===== config.mk =====
export PLATFORM = sky130hd
export DESIGN_NAME = decoder_n_sync
export DESIGN_NICKNAME = d
export VERILOG_FILES = /design/src/rtl/decoder_n_sync_pkg.sv /design/src/rtl/decoder_n.sv /design/src/rtl/decoder_n_sync.sv
export SDC_FILE = /design/constraint.sdc
export NUM_CORES = 1
export LEC_CHECK = 0
export ABC_AREA = 1
export BUFFER_PORTS_ARGS = -buffer_cell sky130_fd_sc_hd__clkbuf_2
export CORE_AREA = 2 2 47 49
export CTS_CLUSTER_SIZE = 12
export DETAILED_ROUTE_END_ITERATION = 12
export DIE_AREA = 0 0 49 51
export PLACE_DENSITY = 0.84
export SYNTH_ARGS = -nofsm -noshare
export SYNTH_HDL_FRONTEND = slang
export SYNTH_SLANG_ARGS = --single-unit

===== constraint.sdc =====
create_clock -name clk -period 1.94 [get_ports clk]
set_clock_uncertainty 0.15 [all_clocks]
set_input_delay 0.485 -clock clk [delete_from_list [all_inputs] [get_ports clk]]
set_output_delay 0.485 -clock clk [all_outputs]
set_load 0.01 [all_outputs]

===== src/rtl/decoder_n_sync_pkg.sv =====
// Shared definitions for the registered one-hot select decoder:
// FSM encodings, mode constants and the strobe counter width.
package decoder_n_sync_pkg;

  localparam int DEC_CNT_W = 8;

  localparam logic MODE_LEVEL = 1'b0;
  localparam logic MODE_PULSE = 1'b1;

  typedef enum logic {
    IDLE   = 1'b0,
    STROBE = 1'b1
  } state_t;

endpackage


===== src/rtl/decoder_n.sv =====
// Purely combinational W-to-2^W one-hot core, the generalised form of the
// old fixed 3-to-8 decoder.
module decoder_n #(
  parameter int W = 3
) (
  input  logic [W-1:0]      sel,
  output logic [(2**W)-1:0] onehot
);

  always_comb begin
    onehot      = '0;
    onehot[sel] = 1'b1;
  end

endmodule


===== src/rtl/decoder_n_sync.sv =====
// Registered one-hot select decoder with valid/ready intake, per-output mask
// and level/pulse output modes; pulse strobes last HOLD cycles.
module decoder_n_sync
  import decoder_n_sync_pkg::*;
#(
  parameter int W    = 3,
  parameter int HOLD = 1
) (
  input  logic                clk,
  input  logic                reset_n,
  input  logic                in_valid,
  output logic                in_ready,
  input  logic [W-1:0]        sel,
  input  logic                mode,
  input  logic [(2**W)-1:0]   mask,
  output logic [(2**W)-1:0]   out,
  output logic                busy,
  output logic                miss
);

  localparam int N = 2**W;
  localparam logic [DEC_CNT_W-1:0] CNT_LOAD = DEC_CNT_W'(HOLD - 1);

  if (HOLD < 1 || HOLD > 255) begin : g_hold_check
    $error("decoder_n_sync: HOLD must be in the range 1..255");
  end

  state_t               state;
  state_t               state_nxt;
  logic [DEC_CNT_W-1:0] cnt;
  logic                 short_pulse;
  logic [N-1:0]         onehot;
  logic [N-1:0]         masked;
  logic                 accept;

  decoder_n #(.W(W)) u_core (
    .sel    (sel),
    .onehot (onehot)
  );

  assign masked = onehot & mask;
  assign accept = in_valid & in_ready;

  always_ff @(posedge clk) begin
    if (!reset_n) begin
      state <= IDLE;
    end else begin
      state <= state_nxt;
    end
  end

  // A single-cycle strobe never leaves IDLE, so back-to-back accepts work.
  always_comb begin
    state_nxt = state;
    case (state)
      IDLE: begin
        if (accept && mode == MODE_PULSE && HOLD > 1) begin
          state_nxt = STROBE;
        end
      end
      STROBE: begin
        if (cnt == '0) begin
          state_nxt = IDLE;
        end
      end
      default: state_nxt = IDLE;
    endcase
  end

  always_comb begin
    in_ready = (state == IDLE);
    busy     = (state == STROBE) | short_pulse;
  end

  // Every accept replaces out wholesale; a masked index yields all-zero plus miss.
  always_ff @(posedge clk) begin
    if (!reset_n) begin
      out         <= '0;
      cnt         <= '0;
      short_pulse <= 1'b0;
      miss        <= 1'b0;
    end else begin
      miss        <= 1'b0;
      short_pulse <= 1'b0;
      if (accept) begin
        out  <= masked;
        miss <= (masked == '0);
        if (mode != MODE_LEVEL) begin
          cnt         <= CNT_LOAD;
          short_pulse <= (HOLD == 1);
        end
      end else if (state == STROBE) begin
        if (cnt == '0) begin
          out <= '0;
        end else begin
          cnt <= cnt - DEC_CNT_W'(1);
        end
      end else if (short_pulse) begin
        out <= '0;
      end
    end
  end

endmodule


==> results.md <==
* Status: finished, final reports clean
* Worst slew margin relative to its limit at 0.7894
* Tightest hold margin at 0.3181 ns
* Per-cell routed wire length at approximately 10 um
* Non-Filler Instances at between 150 and 200
* Crit start category: register
* Initial core utilization at 0.4530
* Async S/R FF share, synth at 0
* Setup TNS Final at 0 ns
* Skew-Pair Late Insertion Delay at 0.29 ns
* Largest net degree at the start of global routing at 12
* Horiz. Die Dim at 49 um
* Number of CTS-inserted buffers at 3
* Yosys top cell area share at 0.4070
* Area of the core at 0.002063 sq mm
* Chip Height at 51 um
* Post-CTS setup buffer count at 0
* Level count of the clock H-tree at 1
* Highest net fanout along the worst path at 3
* Cell at the root of the clock tree: clkbuf_4
* Endpoints failing hold at 0
* Period minus WS final at 1.795 ns
* Number of instances in the synthesized netlist at 136
* Count of flip-flops with a built-in enable after synthesis at 0
* Site row count at 17
* Post-synth design cell area at 934.6 sq um
* Number of setup violations in the final report at 0
* Initial DRT Pass Iterations at 4
* Hold buffer count at CTS at 0
* Max Transition Viols Final at 0
* Number of antenna violations at the first check in global routing at 0
* Via/cell ratio at 4.824
* Worst IR Drop VDD at 0.0004329 V
* Leftover overflow at the end of global routing at 0
* Worst slew pin tran at 0.3158 ns
* CTS tree: built
* Cell-by-cell trace of the critical path: inv_1 -> nand2_1 -> clkbuf_2
* Clk slew on worst S/H paths at between 0.1 and 0.15 ns
* CTS resizes at 0
* Setup repair after global routing missed its margin: no
* Start-to-end type of the worst setup path: reg2out
* Count of nets after finishing at roughly 180
* Number of max-capacitance violations reported at 0
* Register area share after synthesis at 0.4070
* DPL Wire Length at 1597 um
* Post-detailed-routing wire length at 1975 um
* Worst endpoint data arrival time at 1.16 ns
* Fmax achieved at 556.9 MHz
* Top FF cell, synth: dfxtp_1
* Number of port buffers at 25
* Routed via count at 931
* CTS sink count at 19
* Capturing element type of the critical path: primary output
* DRC violations left at 0
* Pwr/cell area at 644.2 mW/mm^2
* R2R setup slack at around 0.30 ns
* Via count of the first global-routing pass at 846
* Nets in the synthesized netlist at 153
* Maximum buffer depth of the clock tree at 2
* Top cells by area in the synthesized netlist: dfxtp_1 (41%), nand2_1 (15%), nor2_1 (8.0%)
* Iteration-0 DRC count of the detailed router at 15
* Slowest Stage Delay on Critical Path at slightly above 0.5 ns
* Share of the clock period used by the worst path at 0.9255
* Worst hold path class: in2reg
* Global-route total usage across every layer at 0.1709
* Critical Path Slowest Stage Cell: dfxtp_1
* Most numerous cell in the Yosys netlist: nand2_1
* Proportion of layout cells with a drive suffix above 1 at 0.2121
* Critical path buffer and inverter count at 2
* First-pass GRT wire length at between 3000 and 4000 um
* Placed instance count at roughly 190
* Area added between synthesis and finish at 20.08%
* Commonest cells in the netlist: nand2_1 (37), nor2_1 (20), dfxtp_1 (19)
* Static Leak at 0.5643 nW
* Syn avg cell area at roughly 6.9 sq um
* Worst path top cell family by delay: flip-flops
* ANT cells at 0
* Dominant cell type by area after synthesis: dfxtp_1
* Required time worst endpoint at 1.30 ns
* Gp weighted congestion at 0.8817
* Total number of yosys warnings at 0
* Distinct cell type count of the synthesized netlist at 18
* Flops & latches, synth at 19
* Area enclosed by the die boundary at 0.002499 sq mm
* DRT antenna net count at 0
* Ports placed on the boundary at 26
layer usage:
metal	routed length (um)	up-vias	share of wire	GRT usage
met5	0	-	0	0
met4	0	0	0	0.07143
met3	69	0	0.035	0.02632
met2	1065	15	0.54	0.3356
met1	840	421	0.43	0.1807
li1	-	495	-	-
kinds of logic (layout without fill, tap and decap cells):
| logic type | after synthesis | in the layout | share of synthesized area |
|---|---|---|---|
| AOI/OAI and AO/OA | 15 | 15 | 0.09906 |
| adders and majority gates | 2 | 2 | 0.02677 |
| buffers and inverters | 18 | 47 | 0.07228 |
| DFF | 19 | 19 | 0.4070 |
| and+or+nand+nor | 82 | 82 | 0.3949 |
registers in the layout (all words and copies together) (netlist names):
| signal | count |
|---|---|
| short_pulse | 1 |
| cnt | 8 |
| miss | 1 |
| state | 1 |
| out | 8 |
layout by cell type, fill, tap and decap left out, drive strengths merged:
master,n
nand2,39
clkbuf,28
nor2,22
dfxtp,19
inv,17
nand3,12
a21oi,11
nand4,5
nor3,4
o21ai,3
ha,2
clkinv,2
o31ai,1
final cells by class:
cell class | instances | area (sq um)
fill | 213 | 940.9
sequential | 19 | 380.4
inverter | 18 | 67.56
tap | 28 | 35.03
multi-input combinational | 99 | 486.7
clock buffer | 3 | 22.52
timing repair buffer | 25 | 125.1
clock inverter | 1 | 5.005
path summary, 6_finish.rpt:
| check | startpoint | to | depth (start not counted) |
|---|---|---|---|
| max | state | busy | 3 |
| min | mask[3] | out[3] | 3 |
| max reg2reg | cnt[0] | cnt[4] | 9 |
| min reg2reg | out[1] | out[1] | 2 |
worst min-delay path, cell delays in order:
cell and delay [ns]:
clkbuf_2 0.08, nand3_1 0.09, o21ai_0 0.07
per-stage QoR:
step	util	setup WS, ns	power [mW]	area (sq um)
finish	0.5440	0.1445	0.7230	1122
global route	0.5440	0.08500	0.7564	1122
CTS	0.5440	0.1223	0.7296	1122
detailed placement	0.5306	0.3160	0.5314	1095
global placement	0.5306	0.3838	0.5268	1095
floorplan	-	0.4869	0.4926	934.6
power by group:
part	internal (mW)	leakage, nW	switching [mW]
Sequential	0.402	0.154	0.00971
Clock	0.0767	0.0177	0.124
Combinational	0.0408	0.392	0.0698
(Power assumes the default switching activity.)
